### src/rtl/alu_pkg.sv
// Shared widths, ALU op codes and requester ids for the two-port ALU sharing arbiter.
package alu_pkg;

  localparam int WIDTH = 32;
  localparam int OPW   = 3;

  typedef logic [WIDTH-1:0] word_t;
  typedef logic [OPW-1:0]   op_t;

  localparam op_t ALU_ADD = 3'b000;
  localparam op_t ALU_SUB = 3'b001;
  localparam op_t ALU_AND = 3'b010;
  localparam op_t ALU_OR  = 3'b011;

  localparam logic REQ0 = 1'b0;
  localparam logic REQ1 = 1'b1;

  typedef struct packed {
    logic  id;
    op_t   op;
    word_t a;
    word_t b;
  } issue_t;

endpackage

### src/rtl/alu_share_arb_if.sv
// Requester, response and ALU-side signals of alu_share_arb, grouped with arbiter/environment views.
interface alu_share_arb_if;
  import alu_pkg::*;

  logic  r0_valid, r0_ready;
  word_t r0_a, r0_b;
  op_t   r0_op;
  logic  r0_rsp_valid, r0_rsp_ready;
  word_t r0_rsp_c;
  logic  r0_rsp_eq;

  logic  r1_valid, r1_ready;
  word_t r1_a, r1_b;
  op_t   r1_op;
  logic  r1_rsp_valid, r1_rsp_ready;
  word_t r1_rsp_c;
  logic  r1_rsp_eq;

  word_t alu_a, alu_b;
  op_t   alu_op;
  word_t alu_c;
  logic  alu_eq;

  logic  busy;

  modport slave (
    input  r0_valid, r0_a, r0_b, r0_op, r0_rsp_ready,
    input  r1_valid, r1_a, r1_b, r1_op, r1_rsp_ready,
    input  alu_c, alu_eq,
    output r0_ready, r0_rsp_valid, r0_rsp_c, r0_rsp_eq,
    output r1_ready, r1_rsp_valid, r1_rsp_c, r1_rsp_eq,
    output alu_a, alu_b, alu_op, busy
  );

  modport master (
    output r0_valid, r0_a, r0_b, r0_op, r0_rsp_ready,
    output r1_valid, r1_a, r1_b, r1_op, r1_rsp_ready,
    output alu_c, alu_eq,
    input  r0_ready, r0_rsp_valid, r0_rsp_c, r0_rsp_eq,
    input  r1_ready, r1_rsp_valid, r1_rsp_c, r1_rsp_eq,
    input  alu_a, alu_b, alu_op, busy
  );

endinterface

### src/rtl/rr_arb2.sv
// Two-way arbiter: round robin on the last winner, or fixed r0 priority when
// ALU_SHARE_FIXED_PRIO_EN is defined (no pointer state in that build).
module rr_arb2
  import alu_pkg::*;
(
`ifndef ALU_SHARE_FIXED_PRIO_EN
  input  logic       clk,
  input  logic       reset,
`endif
  input  logic       elig0,
  input  logic       elig1,
  output logic [1:0] grant
);

`ifdef ALU_SHARE_FIXED_PRIO_EN

  always_comb begin
    grant = {elig1 & ~elig0, elig0};
  end

`else

  logic last_q, last_d;

  always_comb begin
    grant  = {elig1, elig0};
    last_d = last_q;
    if (elig0 && elig1) begin
      grant = (last_q == REQ1) ? 2'b01 : 2'b10;
    end
    if (grant[0]) begin
      last_d = REQ0;
    end else if (grant[1]) begin
      last_d = REQ1;
    end
  end

  // Pointer starts at r1 so that r0 wins the first contested grant.
  always_ff @(posedge clk or posedge reset) begin
    if (reset) begin
      last_q <= REQ1;
    end else begin
      last_q <= last_d;
    end
  end

`endif

endmodule

### src/rtl/alu_share_arb.sv
// Shares one combinational ALU between two requesters: arbitrate, register into one
// issue stage, retire into per-requester response buffers. Macro: ALU_SHARE_FIXED_PRIO_EN.
module alu_share_arb
  import alu_pkg::*;
(
  input  logic           clk,
  input  logic           reset,
  alu_share_arb_if.slave bus
);

  logic                      s1_valid_q, s1_valid_d;
  issue_t                    s1_q, s1_d;
  logic [1:0]                rsp_valid_q, rsp_valid_d;
  logic [1:0][WIDTH-1:0]     rsp_c_q, rsp_c_d;
  logic [1:0]                rsp_eq_q, rsp_eq_d;
  logic [1:0]                rsp_ready;
  logic [1:0]                pend, elig, grant;

  assign rsp_ready = {bus.r1_rsp_ready, bus.r0_rsp_ready};

  // A requester with an op in S1 or an unconsumed result may not issue again,
  // which keeps its response buffer free by the time S1 retires into it.
  always_comb begin
    pend = '0;
    elig = '0;
    for (int i = 0; i < 2; i++) begin
      pend[i] = (s1_valid_q && (s1_q.id == 1'(i))) || (rsp_valid_q[i] && !rsp_ready[i]);
    end
    elig[0] = bus.r0_valid && !pend[0];
    elig[1] = bus.r1_valid && !pend[1];
  end

  rr_arb2 u_arb (
`ifndef ALU_SHARE_FIXED_PRIO_EN
    .clk   (clk),
    .reset (reset),
`endif
    .elig0 (elig[0]),
    .elig1 (elig[1]),
    .grant (grant)
  );

  assign bus.r0_ready = grant[0];
  assign bus.r1_ready = grant[1];

  always_comb begin
    s1_valid_d = |grant;
    s1_d       = s1_q;
    if (grant[0]) begin
      s1_d = '{id: REQ0, op: bus.r0_op, a: bus.r0_a, b: bus.r0_b};
    end else if (grant[1]) begin
      s1_d = '{id: REQ1, op: bus.r1_op, a: bus.r1_a, b: bus.r1_b};
    end
  end

  always_comb begin
    rsp_valid_d = rsp_valid_q;
    rsp_c_d     = rsp_c_q;
    rsp_eq_d    = rsp_eq_q;
    for (int i = 0; i < 2; i++) begin
      if (rsp_valid_q[i] && rsp_ready[i]) begin
        rsp_valid_d[i] = 1'b0;
      end
      if (s1_valid_q && (s1_q.id == 1'(i))) begin
        rsp_valid_d[i] = 1'b1;
        rsp_c_d[i]     = bus.alu_c;
        rsp_eq_d[i]    = bus.alu_eq;
      end
    end
  end

  always_ff @(posedge clk or posedge reset) begin
    if (reset) begin
      s1_valid_q  <= 1'b0;
      s1_q        <= '0;
      rsp_valid_q <= '0;
      rsp_c_q     <= '0;
      rsp_eq_q    <= '0;
    end else begin
      s1_valid_q  <= s1_valid_d;
      s1_q        <= s1_d;
      rsp_valid_q <= rsp_valid_d;
      rsp_c_q     <= rsp_c_d;
      rsp_eq_q    <= rsp_eq_d;
    end
  end

  // ALU inputs are forced to zero when the issue stage is empty.
  assign bus.alu_a  = s1_valid_q ? s1_q.a  : '0;
  assign bus.alu_b  = s1_valid_q ? s1_q.b  : '0;
  assign bus.alu_op = s1_valid_q ? s1_q.op : '0;

  assign bus.r0_rsp_valid = rsp_valid_q[0];
  assign bus.r0_rsp_c     = rsp_c_q[0];
  assign bus.r0_rsp_eq    = rsp_eq_q[0];
  assign bus.r1_rsp_valid = rsp_valid_q[1];
  assign bus.r1_rsp_c     = rsp_c_q[1];
  assign bus.r1_rsp_eq    = rsp_eq_q[1];

  assign bus.busy = s1_valid_q | (|rsp_valid_q);

endmodule

### src/flat_wrapper.sv
// flat-port wrapper written by rule: the top's interface ports become plain ports
module alu_share_arb_flat import alu_pkg::*;
  (clk, reset, bus_r0_valid, bus_r0_a, bus_r0_b, bus_r0_op, bus_r0_rsp_ready, bus_r1_valid, bus_r1_a, bus_r1_b, bus_r1_op, bus_r1_rsp_ready, bus_alu_c, bus_alu_eq, bus_r0_ready, bus_r0_rsp_valid, bus_r0_rsp_c, bus_r0_rsp_eq, bus_r1_ready, bus_r1_rsp_valid, bus_r1_rsp_c, bus_r1_rsp_eq, bus_alu_a, bus_alu_b, bus_alu_op, bus_busy);
  alu_share_arb_if bus_i ();
  input  logic clk;
  input  logic reset;
  input wire logic [$bits(bus_i.r0_valid)-1:0] bus_r0_valid;
  input wire logic [$bits(bus_i.r0_a)-1:0] bus_r0_a;
  input wire logic [$bits(bus_i.r0_b)-1:0] bus_r0_b;
  input wire logic [$bits(bus_i.r0_op)-1:0] bus_r0_op;
  input wire logic [$bits(bus_i.r0_rsp_ready)-1:0] bus_r0_rsp_ready;
  input wire logic [$bits(bus_i.r1_valid)-1:0] bus_r1_valid;
  input wire logic [$bits(bus_i.r1_a)-1:0] bus_r1_a;
  input wire logic [$bits(bus_i.r1_b)-1:0] bus_r1_b;
  input wire logic [$bits(bus_i.r1_op)-1:0] bus_r1_op;
  input wire logic [$bits(bus_i.r1_rsp_ready)-1:0] bus_r1_rsp_ready;
  input wire logic [$bits(bus_i.alu_c)-1:0] bus_alu_c;
  input wire logic [$bits(bus_i.alu_eq)-1:0] bus_alu_eq;
  output wire logic [$bits(bus_i.r0_ready)-1:0] bus_r0_ready;
  output wire logic [$bits(bus_i.r0_rsp_valid)-1:0] bus_r0_rsp_valid;
  output wire logic [$bits(bus_i.r0_rsp_c)-1:0] bus_r0_rsp_c;
  output wire logic [$bits(bus_i.r0_rsp_eq)-1:0] bus_r0_rsp_eq;
  output wire logic [$bits(bus_i.r1_ready)-1:0] bus_r1_ready;
  output wire logic [$bits(bus_i.r1_rsp_valid)-1:0] bus_r1_rsp_valid;
  output wire logic [$bits(bus_i.r1_rsp_c)-1:0] bus_r1_rsp_c;
  output wire logic [$bits(bus_i.r1_rsp_eq)-1:0] bus_r1_rsp_eq;
  output wire logic [$bits(bus_i.alu_a)-1:0] bus_alu_a;
  output wire logic [$bits(bus_i.alu_b)-1:0] bus_alu_b;
  output wire logic [$bits(bus_i.alu_op)-1:0] bus_alu_op;
  output wire logic [$bits(bus_i.busy)-1:0] bus_busy;
  assign bus_i.r0_valid = bus_r0_valid;
  assign bus_i.r0_a = bus_r0_a;
  assign bus_i.r0_b = bus_r0_b;
  assign bus_i.r0_op = bus_r0_op;
  assign bus_i.r0_rsp_ready = bus_r0_rsp_ready;
  assign bus_i.r1_valid = bus_r1_valid;
  assign bus_i.r1_a = bus_r1_a;
  assign bus_i.r1_b = bus_r1_b;
  assign bus_i.r1_op = bus_r1_op;
  assign bus_i.r1_rsp_ready = bus_r1_rsp_ready;
  assign bus_i.alu_c = bus_alu_c;
  assign bus_i.alu_eq = bus_alu_eq;
  assign bus_r0_ready = bus_i.r0_ready;
  assign bus_r0_rsp_valid = bus_i.r0_rsp_valid;
  assign bus_r0_rsp_c = bus_i.r0_rsp_c;
  assign bus_r0_rsp_eq = bus_i.r0_rsp_eq;
  assign bus_r1_ready = bus_i.r1_ready;
  assign bus_r1_rsp_valid = bus_i.r1_rsp_valid;
  assign bus_r1_rsp_c = bus_i.r1_rsp_c;
  assign bus_r1_rsp_eq = bus_i.r1_rsp_eq;
  assign bus_alu_a = bus_i.alu_a;
  assign bus_alu_b = bus_i.alu_b;
  assign bus_alu_op = bus_i.alu_op;
  assign bus_busy = bus_i.busy;
  alu_share_arb u_core (.clk(clk), .reset(reset), .bus(bus_i));
endmodule
### config.mk
export PLATFORM = sky130hd
export DESIGN_NAME = alu_share_arb_flat
export DESIGN_NICKNAME = d
export VERILOG_FILES = /design/src/rtl/alu_pkg.sv /design/src/rtl/alu_share_arb_if.sv /design/src/rtl/rr_arb2.sv /design/src/rtl/alu_share_arb.sv /design/src/flat_wrapper.sv
export SDC_FILE = /design/constraint.sdc
export NUM_CORES = 1
export LEC_CHECK = 0
export CORE_ASPECT_RATIO = 0.75
export CORE_UTILIZATION = 41
export DETAILED_ROUTE_END_ITERATION = 10
export PLACE_DENSITY = 0.86
export RECOVER_POWER = 100
export SKIP_CTS_REPAIR_TIMING = 1
export SLEW_MARGIN = 30
export SYNTH_ARGS = -nofsm -noshare
export SYNTH_HDL_FRONTEND = slang
export SYNTH_HIERARCHICAL = 1
export SYNTH_SLANG_ARGS = --single-unit
export TNS_END_PERCENT = 5
### constraint.sdc
create_clock -name clk -period 5.9 [get_ports clk]
set_input_delay 0.885 -clock clk [delete_from_list [all_inputs] [get_ports clk]]
set_output_delay 0.885 -clock clk [all_outputs]
set_load 0.05 [all_outputs]
==> results.cfg, run 1 <==
[flow_run]
maxCapViolations = 4

[sta]
rsz0062_at_grt = no
finalSetupViolations = 0
report.final.slew_viol_count = 209
slew_headroom_pct = -25.48
finalClockSkew_ps = 9.849
tightestPinTransition_ps = 1882
period_minus_slack_ps = 4553
fin_tns_setup_ps = 0
fin_hold_ws_ps = 493.0
hold_viol_final = 0
timing.fmax_mhz = 219.6
finalCritPeriodShare_pct = 77.17

[worst_setup_path]
reg2reg_depth = 7
r2r_slack_ps = 1350
arrival_ps = 4780
crit_required_ps = 6120
path_max_fanout = 45
endpoint_kind = flip-flop
setup.worst_path.start_class = flip-flop
critPathKind = reg -> reg
r2r-end = u_core/s1_q[7]$_DFFE_PP0P_
crit_slowest_cell = clkbuf_2
critPathMaxStageDelay_ps = 1210
regToRegStartpoint = u_core/s1_q[67]$_DFFE_PP0P_
cp_num_buf_inv = 2
crit_chain = nand2_1, o211a_1, a21boi_0, buf_4, clkbuf_2, mux2i_1, o21ai_0
cp_top_family = buffers and inverters

[route]
antenna_left = 0
routedWlPerCell_um = 17.83
drtIter0Drc = 234
wl_um = 18580
routed_via_density = 4.814
vias = 5016
route.detailed.drc = 0
drtPass1Iterations = 4

[floorplan]
num_io_pins = 311
die_area_sq_um = 15960
rows = 38
fp.dieW_um = 145.5
initial_core_util_pct = 42.85
dieHeight_um = 109.7
coreArea_sq_um = 14790

[clock_tree]
clkLatencyLatePin_ps = 410
cts_tree = yes
htreeDepth = 4
clk_pin_slew_ps = 60
cts_buffers = 17
ctsRootBufferMaster = clkbuf_16
clock_sinks = 138
clk_path_buf_depth = 2

[yosys]
yosys_warnings = 6
synth_top_area_share_pct = 54.11
syn_area_sq_um = 6336
synth.net_count = 702
ys_ff_latch = 138
syn_area_per_cell_sq_um = 11.98
synth_edf_count = 0
yosysMostFrequentCell = dfrtp_1
seq_area_frac_synth_pct = 54.52
yosys-top-cells-area = dfrtp_1, mux2i_1, mux2_2
syn_inst = 529
netlist_top_cells_count = dfrtp_1, o21ai_0, and2_1, mux2i_1, nand2_1
synthArstFlopShare_pct = 100.0
synth.distinct_cells = 24
synth_top_area_cell = dfrtp_1
ys.flop_type = dfrtp_1

[min_path]
min_from = u_core/bus.r1_rsp_c[21]$_DFFE_PP0P_
worstHoldPathType = reg -> reg
hold_end = u_core/bus.r1_rsp_c[21]$_DFFE_PP0P_
whs_path_depth = 1

[global_routing]
grt_pass1_wl_um = 28720
antenna_found_initial = 1
grt_overflow_total = 0
grt_max_degree = 105
grt_pass1_vias = 5231
grt_usage_pct = 23.68

[pwr]
p_leak_uw = 0.004287
total_power_uw = 6575
ir_drop_mv = 0.4195
p_per_area_nw_per_um2 = 657.7

[placed_design]
io_buffer_count = 310
dpl.cell_count = 1008
gp_congestion = 0.8009
dpl.hpwl_um = 12760

[final_layout]
area_growth_pct = 57.76
final_net_count = 1001
drive_above_1_share_pct = 9.156
instances_no_fill = 1042

[status]
violations = capacitance limit, slew limit
status = finished, violations left
==> where the power goes <==
part	leakage (uW)	internal, uW	total [uW]	switching (uW)
clock network	0.000290	669	1090	416
logic	0.00236	1290	3800	2510
registers	0.00164	1440	1690	249
total	0.00429	3400	6570	3180
==> cell families (layout without fill, tap and decap cells) <==
logic type,after synthesis,in the layout,synth area share (%)
compound gates,74,74,6.082
other cells,0,1,0
buf+inv,42,354,3.969
simple gates,142,142,11.45
flops,138,138,54.52
mux,133,133,23.97
==> worst max-delay path by stage <==
| stage | start | to | slack [ps] | cells after the start |
|---|---|---|---|---|
| finish | u_core/s1_q[67]$_DFFE_PP0P_ | u_core/s1_q[7]$_DFFE_PP0P_ | 1350 | 7 |
| global route | u_core/s1_q[67]$_DFFE_PP0P_ | u_core/s1_q[6]$_DFFE_PP0P_ | 990 | 6 |
| CTS | u_core/s1_valid_q$_DFF_PP0_ | bus_r1_ready | 2090 | 5 |
| detailed placement | bus_r0_rsp_ready | bus_r0_ready | 2370 | 4 |
| global placement | bus_r1_rsp_ready | bus_r1_ready | 2420 | 4 |
| floorplan | reset | u_core/bus.r0_rsp_c[0]$_DFFE_PP0P_ | 1350 | 1 |
==> cell type report <==
type	count	area [sq um]
Clock inverter	13	166.4
Inverter	5	26.28
Multi-Input combinational cell	349	2521
Timing Repair Buffer	317	3141
Tap cell	200	250.2
Fill cell	1184	4791
Sequential cell	138	3456
Clock buffer	19	432.9
Antenna cell	1	2.502
==> routing by layer <==
layer	routed length, um	up-vias	share of wire (%)	track usage [%]
met3	1320	28	7.1	7.676
met4	376	0	2.0	10.23
met2	9513	193	51	41.35
met5	0	-	0	0
li1	-	2392	-	-
met1	7367	2403	40	27.05
==> cell usage in the layout, fill, tap and decap left out, drive strengths merged <==
cell           instances
nor2b                  1
mux2                  66
o21ai                 69
mux2i                 67
dfstp                  1
clkinv                 5
nor2                   3
a21oi                  1
bufinv                 3
diode                  1
clkinvlp               2
clkdlybuf4s50        171
clkbuf                24
a21boi                 2
nand2b                 1
buf                    2
dfrtp                137
o211a                  2
nand2                 68
dlygate4sd3          139
or2                    1
or3                    1
and2                  67
inv                    8
==> registers in the layout (all words and copies together), names as in the netlist <==
register and cells:
u_core/rsp_eq_q 2, u_core/s1_q 68, u_core/s1_valid_q 1, u_core/rsp_valid_q 2, u_core/u_arb/last_q 1, u_core/bus.r1_rsp_c 32, u_core/bus.r0_rsp_c 32
==> worst register-to-register path, cell delays in order (launching register included) <==
cell,delay [ps]
dfrtp_1,400
nand2_1,1140
o211a_1,400
a21boi_0,280
buf_4,450
clkbuf_2,1220
mux2i_1,340
o21ai_0,120
==> stage by stage <==
step,utilization (%),area (sq um),setup WS (ps)
3_3_place_gp,64.45,9530,2423
6_report,67.60,9996,1347
3_5_place_dp,64.45,9530,2372
4_1_cts,68.51,10130,2086
5_1_grt,67.60,9996,991.9
2_1_floorplan,-,6336,1347
(Power assumes the default switching activity.)
==> inputs of run 2 (changes only) <==
- CORE_UTILIZATION: 41 -> 37
- PLACE_DENSITY: 0.86 -> 0.82
- clock period: 5.9 -> 3.9 ns (I/O delays scaled with it)
==> results.cfg, run 2 (synthesis gave the netlist of run 1 again) <==
[final_layout]
final_net_count = 1001
area_growth_pct = 59.01
largest_reg_flops = 68
multi_input_area_sq_um = 2514
layout_commonest_cell = clkdlybuf4s50_1
final_util_pct = 60.06
largest_register = u_core/s1_q
fin_area_sq_um = 10070
final_cell_mix = clkdlybuf4s50_1, dlygate4sd3_1, dfrtp_1, o21ai_0, nand2_1
fillers = 1408
antennaDiodeCount = 0
instances_no_fill = 1056
drive_above_1_share_pct = 9.869
seq_area_sq_um = 3458

[floorplan]
initial_core_util_pct = 37.77
fp.dieW_um = 153.1
dieHeight_um = 115.3
coreArea_sq_um = 16770
num_io_pins = 311
die_area_sq_um = 17660
rows = 41

[clock_tree]
cts_buffers = 17
ctsRootBufferMaster = clkbuf_16
clk_pin_slew_ps = 60
htreeDepth = 4
clkLatencyLatePin_ps = 420
clk_path_buf_depth = 2
cts_tree = yes
clock_sinks = 138

[sta]
finalCritPeriodShare_pct = 82.09
report.final.slew_viol_count = 0
finalSetupViolations = 0
tightestPinTransition_ps = 1403
period_minus_slack_ps = 3201
fin_tns_setup_ps = 0
slew_headroom_pct = 5.954
timing.fmax_mhz = 312.4
hold_viol_final = 0
finalClockSkew_ps = 8.543
rsz0062_at_grt = no

[worst_setup_path]
path_max_fanout = 71
arrival_ps = 2620
critPathKind = reg -> out
endpoint_kind = output port
setup.worst_path.start_class = flip-flop
crit_required_ps = 3310

[pwr]
p_per_area_nw_per_um2 = 990.5
ir_drop_mv = 0.4624
p_leak_uw = 0.004310
total_power_uw = 9979

[global_routing]
grt_pass1_wl_um = 27460
grt_pass1_vias = 5022
antenna_found_initial = 0
grt_max_degree = 137
grt_overflow_total = 0
grt_usage_pct = 20.25

[route]
routedWlPerCell_um = 16.83
wl_um = 17770
routed_via_density = 4.714
antenna_left = 0
route.detailed.drc = 0
drtIter0Drc = 222
vias = 4978
drtPass1Iterations = 4

[status]
status = finished, final reports clean

[flow_run]
maxCapViolations = 0

[min_path]
worstHoldPathType = reg -> reg

[placed_design]
io_buffer_count = 310
dpl.cell_count = 1023
place_area_sq_um = 9595
gp_congestion = 0.7803
dpl.hpwl_um = 12490
## run 2: critical path, stage by stage, from the launching register on
cell and delay, ps:
dfrtp_4 850, nand2b_1 280, o211a_1 210, a21boi_0 610, buf_12 220
## run 2: worst paths after layout
kind / startpoint / slack, ps / endpoint / depth (start not counted)
max: u_core/s1_valid_q$_DFF_PP0_ / 700 / bus_r1_ready / 4
max in group asynchronous: reset / 1860 / u_core/s1_valid_q$_DFF_PP0_ / 3
min reg2reg: u_core/bus.r1_rsp_c[16]$_DFFE_PP0P_ / 490 / u_core/bus.r1_rsp_c[16]$_DFFE_PP0P_ / 1
max reg2reg: u_core/s1_valid_q$_DFF_PP0_ / 780 / u_core/s1_q[8]$_DFFE_PP0P_ / 5
min: u_core/bus.r1_rsp_c[16]$_DFFE_PP0P_ / 490 / u_core/bus.r1_rsp_c[16]$_DFFE_PP0P_ / 1
min in group asynchronous: reset / 680 / u_core/u_arb/last_q$_DFFE_PP1P_ / 2
## run 2: metal layers
layer / vias to the layer above / track usage, % / share of wire (%)
li1: 2391 / - / -
met1: 2401 / 25.50 / 44
met2: 172 / 33.91 / 49
met3: 14 / 5.729 / 6.4
met4: 0 / 6.397 / 0.96
met5: - / 0 / 0
## run 2: cell type report
class,count,share of cell area [%]
Clock inverter,14,1.714
Clock buffer,18,4.359
Sequential cell,138,34.33
Inverter,5,0.1987
Tap cell,215,2.670
Multi-Input combinational cell,349,24.95
Timing Repair Buffer,317,31.78
## run 2: per-stage QoR
stage | setup slack (ps) | hold WS, ps
CTS | 907.9 | 509.5
global route | 496.9 | 505.5
global placement | 1054 | 487.0
detailed placement | 1256 | 493.1
floorplan | 725.9 | 474.7
finish | 698.5 | 488.2
## run 2: power breakdown
group | switching (uW) | leakage [uW] | internal [uW] | total (uW)
Sequential | 479 | 0.00164 | 2180 | 2660
Combinational | 3670 | 0.00237 | 1960 | 5640
Clock | 693 | 0.000297 | 989 | 1680
